--- src/rtl/mips_pkg.sv ---
// Shared definitions for the MIPS fetch stage: opcode constants, the fetch
// state encoding, the default reset PC and the branch offset helper.
package mips_pkg;

  localparam logic [31:0] RESET_PC_DEFAULT = 32'h0040_0000;

  localparam logic [5:0] OP_RTYPE = 6'd0;
  localparam logic [5:0] OP_J     = 6'd2;
  localparam logic [5:0] OP_JAL   = 6'd3;
  localparam logic [5:0] OP_BEQ   = 6'd4;
  localparam logic [5:0] OP_BNE   = 6'd5;
  localparam logic [5:0] OP_ADDI  = 6'd8;
  localparam logic [5:0] OP_LW    = 6'd35;
  localparam logic [5:0] OP_SW    = 6'd43;

  typedef enum logic [1:0] {
    IDLE  = 2'd0,
    FETCH = 2'd1,
    EXEC  = 2'd2
  } fetchState_t;

  // Word offset of a branch: sign-extended immediate scaled to bytes.
  function automatic logic [31:0] branchOffset(input logic [15:0] imm);
    return {{14{imm[15]}}, imm, 2'b00};
  endfunction

endpackage

--- src/rtl/instr_fetch_if.sv ---
// Instruction memory request/ready bus between the fetch stage and memory.
interface instr_fetch_if;

  logic        imem_req;
  logic [31:0] imem_addr;
  logic        imem_ready;
  logic [31:0] imem_data;

  modport master (
    output imem_req,
    output imem_addr,
    input  imem_ready,
    input  imem_data
  );

  modport slave (
    input  imem_req,
    input  imem_addr,
    output imem_ready,
    output imem_data
  );

endinterface

--- src/rtl/next_pc_calc.sv ---
// Combinational next-PC selection: sequential, taken branch or jump target.
module next_pc_calc
  import mips_pkg::*;
(
  input  logic [31:0] pc,
  input  logic [25:0] instrIndex,
  input  logic        Jump,
  input  logic        Branch,
  input  logic        Zero,
  output logic [31:0] pcPlus4,
  output logic [31:0] nextPc
);

  logic [31:0] jumpTarget;
  logic [31:0] branchTarget;

  assign pcPlus4      = pc + 32'd4;
  assign jumpTarget   = {pcPlus4[31:28], instrIndex, 2'b00};
  assign branchTarget = pcPlus4 + branchOffset(instrIndex[15:0]);

  // Jump is checked first so it wins when the decoder raises both.
  always_comb begin
    nextPc = pcPlus4;
    if (Jump) begin
      nextPc = jumpTarget;
    end else if (Branch && Zero) begin
      nextPc = branchTarget;
    end
  end

endmodule

--- src/rtl/instr_fetch.sv ---
// MIPS fetch stage: holds the PC, fetches one word at a time over the imem
// handshake into the IR, and commits the next PC when the datapath retires it.
module instr_fetch
  import mips_pkg::*;
#(
  parameter logic [31:0] RESET_PC = RESET_PC_DEFAULT
)(
  input  logic               clock,
  input  logic               reset_n,
  instr_fetch_if.master      imem,
  output logic [31:0]        instr,
  output logic               instr_valid,
  output logic [5:0]         OpCode,
  output logic [31:0]        pc_plus4,
  input  logic               advance,
  input  logic               Jump,
  input  logic               Branch,
  input  logic               Zero,
  output logic [31:0]        retired
);

  localparam logic [31:0] PC_START = {RESET_PC[31:2], 2'b00};

  fetchState_t state;
  fetchState_t nextState;

  logic [31:0] pc;
  logic [31:0] nextPc;
  logic        fetchDone;
  logic        commit;

  next_pc_calc nextPcCalc (
    .pc         (pc),
    .instrIndex (instr[25:0]),
    .Jump       (Jump),
    .Branch     (Branch),
    .Zero       (Zero),
    .pcPlus4    (pc_plus4),
    .nextPc     (nextPc)
  );

  always_ff @(posedge clock or negedge reset_n) begin
    if (!reset_n) begin
      state <= IDLE;
    end else begin
      state <= nextState;
    end
  end

  always_comb begin
    nextState = state;
    case (state)
      IDLE:    nextState = FETCH;
      FETCH:   if (imem.imem_ready) nextState = EXEC;
      EXEC:    if (advance) nextState = FETCH;
      default: nextState = IDLE;
    endcase
  end

  // Outputs decode only the state register, so imem_req drops the moment
  // reset is asserted and never depends on same-cycle inputs.
  always_comb begin
    imem.imem_req = 1'b0;
    fetchDone     = 1'b0;
    commit        = 1'b0;
    case (state)
      FETCH: begin
        imem.imem_req = 1'b1;
        fetchDone     = imem.imem_ready;
      end
      EXEC: begin
        commit = advance;
      end
      default: begin
        imem.imem_req = 1'b0;
      end
    endcase
  end

  always_ff @(posedge clock or negedge reset_n) begin
    if (!reset_n) begin
      pc          <= PC_START;
      instr       <= 32'd0;
      instr_valid <= 1'b0;
      retired     <= 32'd0;
    end else begin
      if (fetchDone) begin
        instr       <= imem.imem_data;
        instr_valid <= 1'b1;
      end else if (commit) begin
        pc          <= nextPc;
        instr_valid <= 1'b0;
        retired     <= retired + 32'd1;
      end
    end
  end

  assign imem.imem_addr = pc;
  assign OpCode         = instr[31:26];

endmodule

--- src/flat_wrapper.sv ---
// flat-port wrapper written by rule: the top's interface ports become plain ports
module instr_fetch_flat import mips_pkg::*;
#(
  parameter logic [31:0] RESET_PC = RESET_PC_DEFAULT
)
  (clock, reset_n, instr, instr_valid, OpCode, pc_plus4, advance, Jump, Branch, Zero, retired, imem_imem_req, imem_imem_addr, imem_imem_ready, imem_imem_data);
  instr_fetch_if imem_i ();
  input  logic clock;
  input  logic reset_n;
  output logic [31:0] instr;
  output logic instr_valid;
  output logic [5:0] OpCode;
  output logic [31:0] pc_plus4;
  input  logic advance;
  input  logic Jump;
  input  logic Branch;
  input  logic Zero;
  output logic [31:0] retired;
  output wire logic [$bits(imem_i.imem_req)-1:0] imem_imem_req;
  output wire logic [$bits(imem_i.imem_addr)-1:0] imem_imem_addr;
  input wire logic [$bits(imem_i.imem_ready)-1:0] imem_imem_ready;
  input wire logic [$bits(imem_i.imem_data)-1:0] imem_imem_data;
  assign imem_imem_req = imem_i.imem_req;
  assign imem_imem_addr = imem_i.imem_addr;
  assign imem_i.imem_ready = imem_imem_ready;
  assign imem_i.imem_data = imem_imem_data;
  instr_fetch #(.RESET_PC(RESET_PC)) u_core (.clock(clock), .reset_n(reset_n), .imem(imem_i), .instr(instr), .instr_valid(instr_valid), .OpCode(OpCode), .pc_plus4(pc_plus4), .advance(advance), .Jump(Jump), .Branch(Branch), .Zero(Zero), .retired(retired));
endmodule
--- config.mk ---
export PLATFORM = sky130hd
export DESIGN_NAME = instr_fetch_flat
export DESIGN_NICKNAME = d
export VERILOG_FILES = /design/src/rtl/mips_pkg.sv /design/src/rtl/instr_fetch_if.sv /design/src/rtl/next_pc_calc.sv /design/src/rtl/instr_fetch.sv /design/src/flat_wrapper.sv
export SDC_FILE = /design/constraint.sdc
export NUM_CORES = 1
export LEC_CHECK = 0
export BUFFER_PORTS_ARGS = -buffer_cell sky130_fd_sc_hd__buf_2
export CAP_MARGIN = 30
export CORE_MARGIN = 2
export CORE_UTILIZATION = 41
export CTS_CLUSTER_SIZE = 40
export DETAILED_ROUTE_END_ITERATION = 10
export PLACE_DENSITY = 0.69
export SLEW_MARGIN = 20
export SYNTH_ARGS = -nofsm -noshare
export SYNTH_HDL_FRONTEND = slang
export SYNTH_SLANG_ARGS = --single-unit
--- constraint.sdc ---
create_clock -name clock -period 5.15 [get_ports clock]
set_input_delay 0.515 -clock clock [delete_from_list [all_inputs] [get_ports clock]]
set_output_delay 0.515 -clock clock [all_outputs]
set_load 0.01 [all_outputs]
After elaboration in Yosys (flattened, before gate mapping)

Index checks and enable logic that the tools add are counted.

Input bits: 39
Register bits: 99
Logic and storage cells: 28
Output and inout bits: 136

Bitwise logic cells: 1
Mux-type cells: 10
Equal/unequal tests: 4
Reductions and logical operators: 5
Add/sub/neg operators: 3

Operator list:

| cell                                                            | number |
|---|---|
| 32-bit two-way mux                                              | 2 |
| 32-bit by 1-bit adder with 32-bit output, second input constant | 1 |
| 32-bit by 3-bit adder with 32-bit output, second input constant | 1 |
| 32-bit adder                                                    | 1 |
| 2-bit case mux with 3 select lines                              | 1 |
| 1-bit two-way mux                                               | 5 |
| 2-bit two-way mux                                               | 2 |
| 2-bit inequality test, second input constant                    | 2 |
| 2-bit AND reduction                                             | 2 |
| 2-bit by 1-bit == test with 1-bit output, second input constant | 1 |
| 2-bit == test, second input constant                            | 1 |
| 2-bit zero test                                                 | 1 |
| 2-bit nonzero test                                              | 1 |
| 1-bit logical AND                                               | 1 |
| 1-bit NOT                                                       | 1 |

Logic depth before layout (Yosys ltp)

Depth in word-level cells: 4
Depth in mapped cells: 17
Depth with buffers taken out: 16

Modules after synthesis

A second synthesis with hierarchy kept.

Cell total of the unflattened synthesis: 734
Area, all modules: 6638.9 µm²

By module, submodules not included:

| module       | sequential area each (µm²) | area each (µm²) | instances | cells an instance |
|---|---|---|---|---|
| instr_fetch  | 2478.6                     | 3993.8          | 1         | 345 |
| next_pc_calc | 0.0                        | 2645.0          | 1         | 389 |

Worst setup path before layout

Ideal clock, no wire load.

Path kind: register -> register
Start: reg u_core.pc[2], in the netlist u_core.imem.imem_addr[2]
End: reg u_core.pc[30], in the netlist u_core.imem.imem_addr[30]
Data arrival time: 3.393 ns
Slack: 1.621 ns
Path buffers: 0
Data required time: 5.014 ns
Cell stages (with the launch flop): 16
Clock period less this slack: 3.529 ns
Setup time: 0.136 ns
Cells stage by stage: dfrtp_1 ha_1 and4_1 nand3_1 nor2_1 nand3_1 xnor2_1 ha_1 a21o_1 a221oi_1 a31oi_4 a211oi_4 o221ai_2 xor2_1 mux2i_1 a21oi_1

Word-level cells in the longest chain between the ends: 4

Ends and longest elaborated chain:

| what                                     | RTL line           | RTL |
|---|---|---|
| from (decl)                              | instr_fetch.sv:27  | `logic [31:0] pc;` |
| from (signal assigned)                   | instr_fetch.sv:91  | `pc <= nextPc;` |
| 32-bit by 3-bit adder with 32-bit output | next_pc_calc.sv:17 | `assign pcPlus4 = pc + 32'd4;` |
| net pc_plus4[16]                         | flat_wrapper.sv:13 | `output logic [31:0] pc_plus4;` |
| 32-bit adder                             | next_pc_calc.sv:19 | `assign branchTarget = pcPlus4 + branchOffset(instrIndex[15:0]);` |
| 32-bit two-way mux                       | next_pc_calc.sv:26 | `end else if (Branch && Zero) begin` |
| 32-bit two-way mux                       | next_pc_calc.sv:24 | `if (Jump) begin` |

The timed path passes the listed nets, and every way through them passes these cells.
A chain may end at the register's enable or synchronous reset.

Worst setup path in the final report

Start: reg u_core.pc[2], in the netlist u_core.imem.imem_addr[2]
End: reg u_core.pc[31], in the netlist u_core.imem.imem_addr[31]

Word-level cells in the longest chain between the ends: 4

Ends and longest elaborated chain:

| what                                       | RTL line |
|---|---|
| 32-bit by 3-bit adder with 32-bit output * | next_pc_calc.sv:17 |
| 32-bit adder                               | next_pc_calc.sv:19 |
| 32-bit two-way mux                         | next_pc_calc.sv:26 |
| 32-bit two-way mux *                       | next_pc_calc.sv:24 |

Every way passes the cells marked *; elsewhere a longest branch is shown, timed or not.

==> qor.log <==
INFO  status         run_status=completed
INFO  global_routing grt_overflow=0
INFO  pwr            power_density=700nW/µm²
INFO  setup_path     startpoint_kind_of_the_worst_setup_timing_path=register
INFO  global_routing global_route.usage.met3=3.86%
INFO  sta            timing.slew.headroom=48.8%
INFO  global_routing number_of_global_route_vias_before_repair=5718
INFO  synth          yosysTopAreaCellShare=36.2%
INFO  setup_path     crit-reg2reg-launch=u_core.imem.imem_addr[2]$_DFFE_PN0P_
INFO  cts            cts_htree_levels=3
INFO  setup_path     critical_path_required=5430ps
INFO  floorplan      row_count=46
INFO  layout         area.growth.synth_to_final=20.4%
INFO  cts            number_of_cells_upsized_or_downsized_after_cts=0
INFO  layout         layout.cell_area.non_filler=7980µm²
INFO  cts            cts_setup_buffers=0
INFO  setup_path     critPathMaxFanout=9
INFO  synth          synth.lib_cells_used.distinct=72
INFO  sta            max_slew.worst_pin.slew=769ps
INFO  routing        routedWlPerCell=17.3µm
INFO  pwr            static-leakage-power=3.80nW
INFO  routing        dr.pass1.iters=5
INFO  synth          synth.cell_area=6630µm²
INFO  routing        avgViaCountPerCell=5.40
INFO  cts            numCtsBuffers=9
INFO  synth          synth.avg_cell_area=9.13µm²
INFO  layout         final_layout_size_suffix_gt1_share=27.4%
INFO  setup_path     path_class=reg -> reg
INFO  place          placed_area=7630µm²
INFO  setup_path     endpoint_kind=register
INFO  floorplan      die_height=131µm
INFO  synth          synth_common_cells=96 x sky130_fd_sc_hd__dfrtp_1, 74 x sky130_fd_sc_hd__nand2_1, 67 x sky130_fd_sc_hd__nor2_1, 53 x sky130_fd_sc_hd__a21oi_1, 48 x sky130_fd_sc_hd__xnor2_1
INFO  routing        detail_route.wirelength=19000µm
INFO  setup_path     crit_path_start=u_core.imem.imem_addr[2]$_DFFE_PN0P_
INFO  global_routing antenna_found_initial=0
INFO  sta            timing.final.max_slew_violations=0
INFO  global_routing use_met2=34.8%
INFO  routing        routed-via-count=5954
INFO  global_routing most_crowded_layer_gr=met2
INFO  synth          synth.yosys.seq_area_share=36.6%
INFO  sta            layout_min_cycle_time=4010ps
INFO  cts            tritoncts=built
INFO  cts            clock_tree.root_cell=sky130_fd_sc_hd__clkbuf_16
INFO  floorplan      num_io_pins=175
INFO  cts            cts.reportedPaths.clkPinSlew=80ps
INFO  synth          asr_flop_ratio_synth=100%
INFO  synth          yosysWarnings=0
INFO  pwr            peakVddDrop=0.000383V
INFO  floorplan      initial_utilization=41.9%
INFO  floorplan      design.die.area=17200µm²
INFO  floorplan      fp.dieW=131µm
INFO  layout         finish.net_count=958
INFO  routing        initialDrtViolationCount=358
INFO  cts            count_of_hold_fix_buffers_inserted_at_cts=0
INFO  place          dp_slack=1160ps
INFO  sta            rsz0062_at_grt=no
INFO  synth          synth-edff-count=0
INFO  sta            finClkSkew=11.8ps
INFO  global_routing gr-usage-met1=30.7%
INFO  place          gp_congestion=0.970
INFO  cts            insertion_delay=360ps
INFO  synth          synth_top_flop_cell=sky130_fd_sc_hd__dfrtp_1
INFO  sta            final-hold-violation-count=0
INFO  place          dpl.hpwl=14100µm
INFO  synth          yosys-top-cells-area=sky130_fd_sc_hd__dfrtp_1 36%, sky130_fd_sc_hd__ha_1 7.0%, sky130_fd_sc_hd__xnor2_1 6.3%
INFO  sta            finalSetupViolCount=0
INFO  cts            num_clock_sinks=97
INFO  cts            cts.path.max_buffers=2
INFO  global_routing groute.usage.overall=22.1%
INFO  synth          dominant_cell_type_by_area_after_synthesis=sky130_fd_sc_hd__dfrtp_1
INFO  global_routing largest_net_degree_at_the_start_of_global_routing=59
INFO  setup_path     cp.arrival=4290ps
INFO  sta            total_negative_setup_slacks=0ps
INFO  floorplan      core-area=15800µm²
INFO  sta            fin_crit_sh=77.8%
INFO  layout         antenna_cells=0
INFO  worst_hold_path hp-class=in -> async
INFO  synth          synth_cells=726
INFO  sta            worst_path_setup_slack_after_routing=1140ps
INFO  global_routing grt_pass1_wl=30900µm
INFO  routing        final_antenna_net_count=0
INFO  synth          synthMostInstantiatedCell=sky130_fd_sc_hd__dfrtp_1
INFO  flow_run       maxCapViolCount=0
INFO  synth          total_of_flip_flops_plus_latches_after_synthesis=97
INFO  place          port_buffers=170
INFO  sta            timing.fmax=250MHz
INFO  routing        detail_route.drc_violations=0
## power by group
group / internal [mW] / switching [mW] / leakage [nW]
logic: 1.45 / 2.01 / 2.42
registers: 1.03 / 0.349 / 1.22
clock network: 0.393 / 0.350 / 0.154
total: 2.87 / 2.71 / 3.80
## cells by family after synthesis
kind of cell	Yosys count	share of synthesized area (%)
compound gates	167	17.0
xor+xnor	77	10.2
fa+ha+maj	38	7.29
buf+inv	54	3.72
flops	97	36.6
mux	39	6.51
other cells	1	0.0566
simple gates	253	18.6
## worst max-delay path, stage by stage, from the launching register on
cell and delay (ps):
sky130_fd_sc_hd__dfrtp_1 450, sky130_fd_sc_hd__ha_1 240, sky130_fd_sc_hd__and4_1 310, sky130_fd_sc_hd__nand3_1 200, sky130_fd_sc_hd__nor2_1 290, sky130_fd_sc_hd__nand2_1 120
sky130_fd_sc_hd__xnor2_1 170, sky130_fd_sc_hd__ha_1 480, sky130_fd_sc_hd__o21a_1 170, sky130_fd_sc_hd__nor2_1 40, sky130_fd_sc_hd__o21bai_1 170, sky130_fd_sc_hd__nand4_1 170
sky130_fd_sc_hd__a2111oi_2 380, sky130_fd_sc_hd__nor4bb_1 130, sky130_fd_sc_hd__nand3b_1 200, sky130_fd_sc_hd__and4_1 230, sky130_fd_sc_hd__o31ai_2 170
## per-stage QoR
step | cells | total power [mW] | hold slack, ps | util, %
floorplan | 729 | 3.78 | 219 | -
global placement | 1085 | 4.78 | 453 | 48.2
detailed placement | 1085 | 4.80 | 455 | 48.2
CTS | 1101 | 5.57 | 160 | 50.3
global route | 1102 | 6.03 | 182 | 50.4
finish | 1102 | 5.58 | 127 | 50.4
## area by class of cell
class | instances | area (µm²)
Tap cell | 216 | 270
Multi-Input combinational cell | 578 | 3970
Sequential cell | 97 | 2430
Clock inverter | 7 | 98.8
Fill cell | 1507 | 7850
Clock buffer | 9 | 225
Timing Repair Buffer | 177 | 918
Inverter | 18 | 67.6
## layer usage
metal | share of wire [%] | routed length (µm) | up-vias
li1 | - | - | 2905
met1 | 46 | 8760 | 2821
met3 | 5.6 | 1070 | 35
met2 | 46 | 8730 | 193
met4 | 2.4 | 459 | 0
met5 | 0 | 0 | -
## state kept, by name, summed over array words and instances (netlist names)
| name | cells |
|---|---|
| u_core.state | 2 |
| u_core.imem.imem_addr | 30 |
| u_core.instr_valid | 1 |
| u_core.retired | 32 |
| u_core.instr | 32 |
## worst paths after layout
check | slack, ps | cells past startpoint | end
setup / recovery | 1140 | 16 | u_core.imem.imem_addr[31]$_DFFE_PN0P_
hold / removal | 130 | 1 | u_core.imem.imem_addr[2]$_DFFE_PN0P_
min in group clock | 340 | 2 | u_core.state[1]$_DFFE_PN0P_
setup reg to reg | 1140 | 16 | u_core.imem.imem_addr[31]$_DFFE_PN0P_
max in group asynchronous | 3840 | 2 | u_core.imem.imem_addr[13]$_DFFE_PN0P_
hold reg to reg | 470 | 1 | u_core.retired[31]$_DFFE_PN0P_
## cell usage in the layout (no fill, tap or decap), types with 3 or more instances in the layout
cell,n
sky130_fd_sc_hd__a22oi_1,3
sky130_fd_sc_hd__inv_1,17
sky130_fd_sc_hd__buf_4,7
sky130_fd_sc_hd__o21ai_1,4
sky130_fd_sc_hd__a21oi_1,53
sky130_fd_sc_hd__o22ai_1,4
sky130_fd_sc_hd__xnor2_1,48
sky130_fd_sc_hd__nand2b_1,4
sky130_fd_sc_hd__dfrtp_1,96
sky130_fd_sc_hd__and2_1,9
sky130_fd_sc_hd__o21a_1,4
sky130_fd_sc_hd__a21o_1,11
sky130_fd_sc_hd__a31oi_1,4
sky130_fd_sc_hd__xor2_1,29
sky130_fd_sc_hd__or3_1,6
sky130_fd_sc_hd__nand2_1,74
sky130_fd_sc_hd__o31ai_1,4
sky130_fd_sc_hd__and3_1,14
sky130_fd_sc_hd__o211ai_1,5
sky130_fd_sc_hd__nand3_1,24
sky130_fd_sc_hd__nand4_1,19
sky130_fd_sc_hd__conb_1,4
sky130_fd_sc_hd__and4_1,7
sky130_fd_sc_hd__o21bai_1,6
sky130_fd_sc_hd__nor3_1,9
sky130_fd_sc_hd__buf_2,169
sky130_fd_sc_hd__or2_2,3
sky130_fd_sc_hd__mux2i_1,6
sky130_fd_sc_hd__nor2_1,67
sky130_fd_sc_hd__o21ai_0,30
sky130_fd_sc_hd__clkbuf_16,9
sky130_fd_sc_hd__mux2_2,32
sky130_fd_sc_hd__nor2b_1,4
sky130_fd_sc_hd__a211oi_1,10
sky130_fd_sc_hd__ha_1,37
sky130_fd_sc_hd__a221oi_1,4
(Power assumes the default switching activity.)
